===== src/rtl/i2c_pkg.sv =====
// Shared constants for the I2C target: FSM encoding,
// ACK/NACK line levels and bit-counter width.
package i2c_pkg;

  localparam int CNT_W = 4;

  localparam logic I2C_ACK  = 1'b0;
  localparam logic I2C_NACK = 1'b1;

  localparam logic [3:0] ST_IDLE      = 4'd0;
  localparam logic [3:0] ST_ADDR      = 4'd1;
  localparam logic [3:0] ST_ADDR_ACK  = 4'd2;
  localparam logic [3:0] ST_BADDR     = 4'd3;
  localparam logic [3:0] ST_BADDR_ACK = 4'd4;
  localparam logic [3:0] ST_WDATA     = 4'd5;
  localparam logic [3:0] ST_WACK      = 4'd6;
  localparam logic [3:0] ST_RDATA     = 4'd7;
  localparam logic [3:0] ST_RACK      = 4'd8;

endpackage


===== src/rtl/i2c_line_monitor.sv =====
// Synchronizes raw SCL/SDA and flags clock edges plus
// START/STOP conditions on the synchronized lines.
module i2c_line_monitor
  import i2c_pkg::*;
(
  input  logic clk,
  input  logic rst,
  input  logic scl_in,
  input  logic sda_in,
  output logic scl_rise,
  output logic scl_fall,
  output logic start_det,
  output logic stop_det,
  output logic sda
);

  logic [1:0] scl_sync_q;
  logic [1:0] sda_sync_q;
  logic       scl_prev_q;
  logic       sda_prev_q;
  logic       scl_s;

  // Reset to the idle-bus level so release raises no false event
  always_ff @(posedge clk or negedge rst) begin
    if (!rst) begin
      scl_sync_q <= 2'b11;
      sda_sync_q <= 2'b11;
      scl_prev_q <= 1'b1;
      sda_prev_q <= 1'b1;
    end else begin
      scl_sync_q <= {scl_sync_q[0], scl_in};
      sda_sync_q <= {sda_sync_q[0], sda_in};
      scl_prev_q <= scl_sync_q[1];
      sda_prev_q <= sda_sync_q[1];
    end
  end

  assign scl_s     = scl_sync_q[1];
  assign sda       = sda_sync_q[1];
  assign scl_rise  = scl_s & ~scl_prev_q;
  assign scl_fall  = ~scl_s & scl_prev_q;
  assign start_det = scl_s & scl_prev_q & sda_prev_q & ~sda;
  assign stop_det  = scl_s & scl_prev_q & ~sda_prev_q & sda;

endmodule


===== src/rtl/i2c_target.sv =====
// 24Cxx-style 256-byte EEPROM emulator on an open-drain
// I2C bus: address match, byte pointer, seq. read/write.
module i2c_target
  import i2c_pkg::*;
#(
  parameter logic [6:0] DEV_ADDR = 7'h50
) (
  input  logic       clk,
  input  logic       rst,
  input  logic       scl_in,
  input  logic       sda_in,
  output logic       sda_pull,
  output logic       busy,
  output logic       wr_strobe,
  output logic [7:0] wr_addr,
  output logic [7:0] wr_data
);

  logic scl_rise, scl_fall;
  logic start_det, stop_det, sda;

  i2c_line_monitor u_mon (
    .clk       (clk),
    .rst       (rst),
    .scl_in    (scl_in),
    .sda_in    (sda_in),
    .scl_rise  (scl_rise),
    .scl_fall  (scl_fall),
    .start_det (start_det),
    .stop_det  (stop_det),
    .sda       (sda)
  );

  logic [3:0]       state_q, state_d;
  logic [CNT_W-1:0] cnt_q, cnt_d;
  logic [7:0]       sh_q, sh_d;
  logic [7:0]       ptr_q, ptr_d;
  logic             rw_q, rw_d;
  logic             pull_q, pull_d;
  logic             busy_q, busy_d;
  logic             stb_q, stb_d;
  logic [7:0]       waddr_q, waddr_d;
  logic [7:0]       wdata_q, wdata_d;
  logic [7:0]       mem_q [256];
  logic [7:0]       rx_byte, rd_byte;
  logic             we;

  assign rx_byte = {sh_q[6:0], sda};
  assign rd_byte = mem_q[ptr_q];

  always_comb begin
    state_d = state_q;
    cnt_d   = cnt_q;
    sh_d    = sh_q;
    ptr_d   = ptr_q;
    rw_d    = rw_q;
    pull_d  = pull_q;
    busy_d  = busy_q;
    stb_d   = 1'b0;
    waddr_d = waddr_q;
    wdata_d = wdata_q;
    we      = 1'b0;
    if (stop_det) begin
      state_d = ST_IDLE;
      cnt_d   = '0;
      pull_d  = 1'b0;
      busy_d  = 1'b0;
    end else if (start_det) begin
      state_d = ST_ADDR;
      cnt_d   = '0;
      pull_d  = 1'b0;
    end else begin
      unique case (state_q)
        ST_ADDR: if (scl_rise) begin
          sh_d  = rx_byte;
          cnt_d = cnt_q + CNT_W'(1);
          if (cnt_q == CNT_W'(7)) begin
            cnt_d = '0;
            if (rx_byte[7:1] == DEV_ADDR) begin
              state_d = ST_ADDR_ACK;
              rw_d    = rx_byte[0];
              busy_d  = 1'b1;
            end else begin
              state_d = ST_IDLE;
              busy_d  = 1'b0;
            end
          end
        end
        // First fall drives ACK, second fall ends the ACK bit
        ST_ADDR_ACK, ST_BADDR_ACK, ST_WACK:
          if (scl_fall) begin
            if (cnt_q == '0) begin
              pull_d = ~I2C_ACK;
              cnt_d  = CNT_W'(1);
            end else begin
              pull_d  = 1'b0;
              cnt_d   = '0;
              state_d = ST_WDATA;
              if (state_q == ST_ADDR_ACK) begin
                if (rw_q) begin
                  state_d = ST_RDATA;
                  pull_d  = ~rd_byte[7];
                  cnt_d   = CNT_W'(1);
                end else begin
                  state_d = ST_BADDR;
                end
              end
            end
          end
        ST_BADDR: if (scl_rise) begin
          sh_d  = rx_byte;
          cnt_d = cnt_q + CNT_W'(1);
          if (cnt_q == CNT_W'(7)) begin
            ptr_d   = rx_byte;
            cnt_d   = '0;
            state_d = ST_BADDR_ACK;
          end
        end
        ST_WDATA: if (scl_rise) begin
          sh_d  = rx_byte;
          cnt_d = cnt_q + CNT_W'(1);
          if (cnt_q == CNT_W'(7)) begin
            we      = 1'b1;
            stb_d   = 1'b1;
            waddr_d = ptr_q;
            wdata_d = rx_byte;
            ptr_d   = ptr_q + 8'd1;
            cnt_d   = '0;
            state_d = ST_WACK;
          end
        end
        ST_RDATA: if (scl_fall) begin
          if (cnt_q == CNT_W'(8)) begin
            pull_d  = 1'b0;
            cnt_d   = '0;
            state_d = ST_RACK;
          end else begin
            pull_d = ~rd_byte[~cnt_q[2:0]];
            cnt_d  = cnt_q + CNT_W'(1);
          end
        end
        ST_RACK: if (scl_rise) begin
          if (sda == I2C_ACK) begin
            ptr_d   = ptr_q + 8'd1;
            cnt_d   = '0;
            state_d = ST_RDATA;
          end else begin
            state_d = ST_IDLE;
          end
        end
        default: ;
      endcase
    end
  end

  always_ff @(posedge clk or negedge rst) begin
    if (!rst) begin
      state_q <= ST_IDLE;
      cnt_q   <= '0;
      sh_q    <= '0;
      ptr_q   <= '0;
      rw_q    <= 1'b0;
      pull_q  <= 1'b0;
      busy_q  <= 1'b0;
      stb_q   <= 1'b0;
      waddr_q <= '0;
      wdata_q <= '0;
    end else begin
      state_q <= state_d;
      cnt_q   <= cnt_d;
      sh_q    <= sh_d;
      ptr_q   <= ptr_d;
      rw_q    <= rw_d;
      pull_q  <= pull_d;
      busy_q  <= busy_d;
      stb_q   <= stb_d;
      waddr_q <= waddr_d;
      wdata_q <= wdata_d;
    end
  end

  // Storage keeps its contents across reset
  always_ff @(posedge clk) begin
    if (we) mem_q[ptr_q] <= rx_byte;
  end

  assign sda_pull  = pull_q;
  assign busy      = busy_q;
  assign wr_strobe = stb_q;
  assign wr_addr   = waddr_q;
  assign wr_data   = wdata_q;

endmodule

===== config.mk =====
export PLATFORM = sky130hd
export DESIGN_NAME = i2c_target
export DESIGN_NICKNAME = d
export VERILOG_FILES = /design/src/rtl/i2c_pkg.sv /design/src/rtl/i2c_line_monitor.sv /design/src/rtl/i2c_target.sv
export SDC_FILE = /design/constraint.sdc
export NUM_CORES = 2
export LEC_CHECK = 0
export ABC_CLOCK_PERIOD_IN_PS = 4840
export CAP_MARGIN = 10
export CORE_MARGIN = 3
export CORE_UTILIZATION = 57
export DETAILED_ROUTE_END_ITERATION = 10
export PLACE_DENSITY = 0.72
export SYNTH_ARGS = -nofsm -noshare
export SYNTH_HDL_FRONTEND = slang
export SYNTH_SLANG_ARGS = --single-unit

===== constraint.sdc =====
create_clock -name clk -period 4.84 [get_ports clk]
set_input_delay 0.726 -clock clk [delete_from_list [all_inputs] [get_ports clk]]
set_output_delay 0.726 -clock clk [all_outputs]
set_load 0.05 [all_outputs]

==> flow_summary.toml <==
[critical_path]
endpoint_kind = "register"
reg2reg_slack_ps = 160
cpMostUsedCell = "buf_12"
crit_chain = "buf_12 > buf_12 > mux4_2 > mux2i_1 > o211ai_1 > o21ai_0 > buf_4 > nand3_1 > o41a_1 > a211oi_1 > or4_1"
slowest_stage = "o21ai_0"
cp.arrival_ps = 5450
path_max_fanout = 33
critPathMaxStageDelay_ps = 860
startpoint_type = "register"
path_class = "register to register"
crit_required_ps = 5610

[global_route]
antenna_found_initial = 16
grt_pass1_vias = 42650
grt_first_pass_wirelength_um = 321800
grt_use_total_pct = 30.29
grt.overflow.total = 0
grt_max_degree = 261

[timing]
fin_worst_skew_ps = 28.41
timing.final.hold_violations = 0
period_needed_ps = 4678
rsz0062_at_grt = "false"
setup_tns_ps = 0
slew_violations = 200
fmax_ghz = 0.2138
maxSlewHeadroom_pct = -9.178
whs_ps = 314.5
timing.final.crit_share_pct = 96.65
worst_slew_pin_slew_ps = 1638
finalSetupViolations = 0

[clocking]
clkSlewWorstSetupHoldPaths_ps = 70
cts_hold_buf = 1
cts_root_buffer = "clkbuf_16"
clk_path_buf_depth = 3
clk_latency_ps = 840
htreeDepth = 4
cts_setup_buffers = 0
cts-resized-gates = 0
cts_sinks = 2097
numCtsBuffers = 199
cts_tree = "built"

[synthesis]
synth_fa_ha_area_share_pct = 0.09049
ys_ff_latch = 2097
synth_seq_area_share_pct = 75.62
synth_area_leader_cell = "edfxtp_1"
ys.warnings.count = 0
synth_area_mm2 = 0.08296
synth_top_area_share_pct = 74.13
synthXorXnorAreaFrac_pct = 0.01056
syn-mean-instance-area_um2 = 20.87
synth_area_leaders = "edfxtp_1 74%, mux4_2 11%, mux4_1 2.9%, nor2_1 1.4%, dfrtp_1 1.3%"
syn-instance-count = 3976
ys_types = 90
synthMuxAreaShare_pct = 15.24
synth-compound-area-share_pct = 3.220
postSynth.asyncResetShare_pct = 2.337
syn_nets = 3986
synth_edf_count = 2048
synth_top_family_by_area = "multiplexers"
synth_ff_type = "edfxtp_1"
synth_simple_gate_area_share_pct = 3.401

[placed_design]
gp_congestion = 1.039
io_buffers = 22
dpl.cell_count = 6042
hpwlAfterDp_um = 140900

[cells_and_area]
drive_gt1_share_pct = 25.17
final_cell_mix = "2,048 x edfxtp_1, 390 x mux4_2, 364 x buf_4"
fillers = 9302
fin_cells = 6423
syn_to_final_growth_pct = 12.48
layout_commonest_cell = "edfxtp_1"
nets = 4351

[pwr]
vdd_ir_drop_max_v = 0.0004809
power_uw = 41100
p_leak_uw = 0.02960
power_density_mw_per_mm2 = 440.4

[floorplanning]
dieArea_mm2 = 0.1502
fp.dieH_um = 387.5
core_mm2 = 0.1440
fp.dieW_um = 387.5
start_util_pct = 57.61
io_pins = 23
rows = 139

[drt]
drtIter0Drc = 7312
drtPass1Iterations = 7
vias = 44209
via_per_inst = 6.883
wl_per_cell_um = 35.12
detail-route-antenna-nets = 0
drc = 0
drt_wl_total_um = 225600

[outcome]
status = "finished with violations"
violations = "slew limit"

[flow_run]
cap_violations = 0

[min_path]
min_path_type = "input port to register"
==> cell usage after synthesis (all sizes together) (8+ instances only) <==
cell and n:
a211oi 12, nand2b 11, o211ai 13, mux2i 107, dfrtp 43, or4 8, a22o 19, nand4 16
nor2 313, inv 17, o2111ai 11, o21ai 33, o22ai 17, mux4 483, nor3 30, edfxtp 2048
nand3 68, clkbuf 113, a22oi 129, a221oi 15, nor2b 13, buf 131, mux2 31, a21oi 69
nor4 18, nand2 99, a31oi 13
==> registers in the layout (all words and copies together) (netlist names) <==
register,count
busy,1
cnt_q,4
mem_q,2048
ptr_q,8
rw_q,1
sda_pull,1
sh_q,7
state_q,4
u_mon.scl_prev_q,1
u_mon.scl_sync_q,2
u_mon.sda_prev_q,1
u_mon.sda_sync_q,2
wr_addr,8
wr_data,8
wr_strobe,1
==> final timing paths <==
kind | start | depth (start not counted) | endpoint
worst max-delay path | ptr_q[0] | 11 | sda_pull
worst max register to register | ptr_q[0] | 11 | sda_pull
worst min-delay path | sda_in | 1 | u_mon.sda_sync_q[0]
max in group asynchronous | rst | 3 | ptr_q[0]
min in group asynchronous | rst | 2 | wr_data[4]
worst min register to register | u_mon.scl_sync_q[0] | 0 | u_mon.scl_sync_q[1]
==> kinds of logic after synthesis <==
kind of cell / count (synthesis)
xor+xnor: 1
fa+ha+maj: 6
mux: 621
compound gates: 374
simple gates: 616
flops: 2097
buf+inv: 261
==> metal layers <==
metal | track usage [%] | wire, um | vias up | part of all wire (%)
met5 | 0.6061 | 186 | - | 0.082
met4 | 14.50 | 12920 | 10 | 5.7
met3 | 9.717 | 30810 | 669 | 14
met2 | 43.51 | 99880 | 3393 | 44
met1 | 42.61 | 81800 | 22750 | 36
li1 | - | - | 17387 | -
==> power by group <==
| part | internal, uW | switching (uW) |
|---|---|---|
| logic | 521 | 2470 |
| clock network | 8630 | 6610 |
| registers | 22200 | 674 |
| total | 31300 | 9750 |
==> worst max-delay path: cells and delay by family, from the launching register on <==
kind,cells,cell delay (ps)
compound gates,4,1640
buf+inv,3,920
flops,1,840
mux,2,830
simple gates,2,290
==> final cells by class <==
type	count	area, um2	share of cell area (%)
Multi-Input combinational cell	1618	18280	19.58
Clock inverter	109	960.9	1.030
Clock buffer	260	5450	5.840
Sequential cell	2097	62780	67.27
Antenna cell	11	27.53	0.02950
Timing Repair Buffer	408	3378	3.620
Tap cell	1903	2381	2.552
Inverter	17	66.31	0.07106
==> stage by stage <==
step / utilization [%] / setup slack (ps) / area (um2)
after global placement: 60.32 / 256.0 / 86870
after floorplan: - / 254.4 / 82960
after detailed placement: 60.32 / 308.1 / 86870
after CTS: 64.78 / 317.0 / 93290
after global routing: 64.79 / 24.81 / 93290
final: 64.80 / 162.1 / 93320
(Power assumes the default switching activity.)
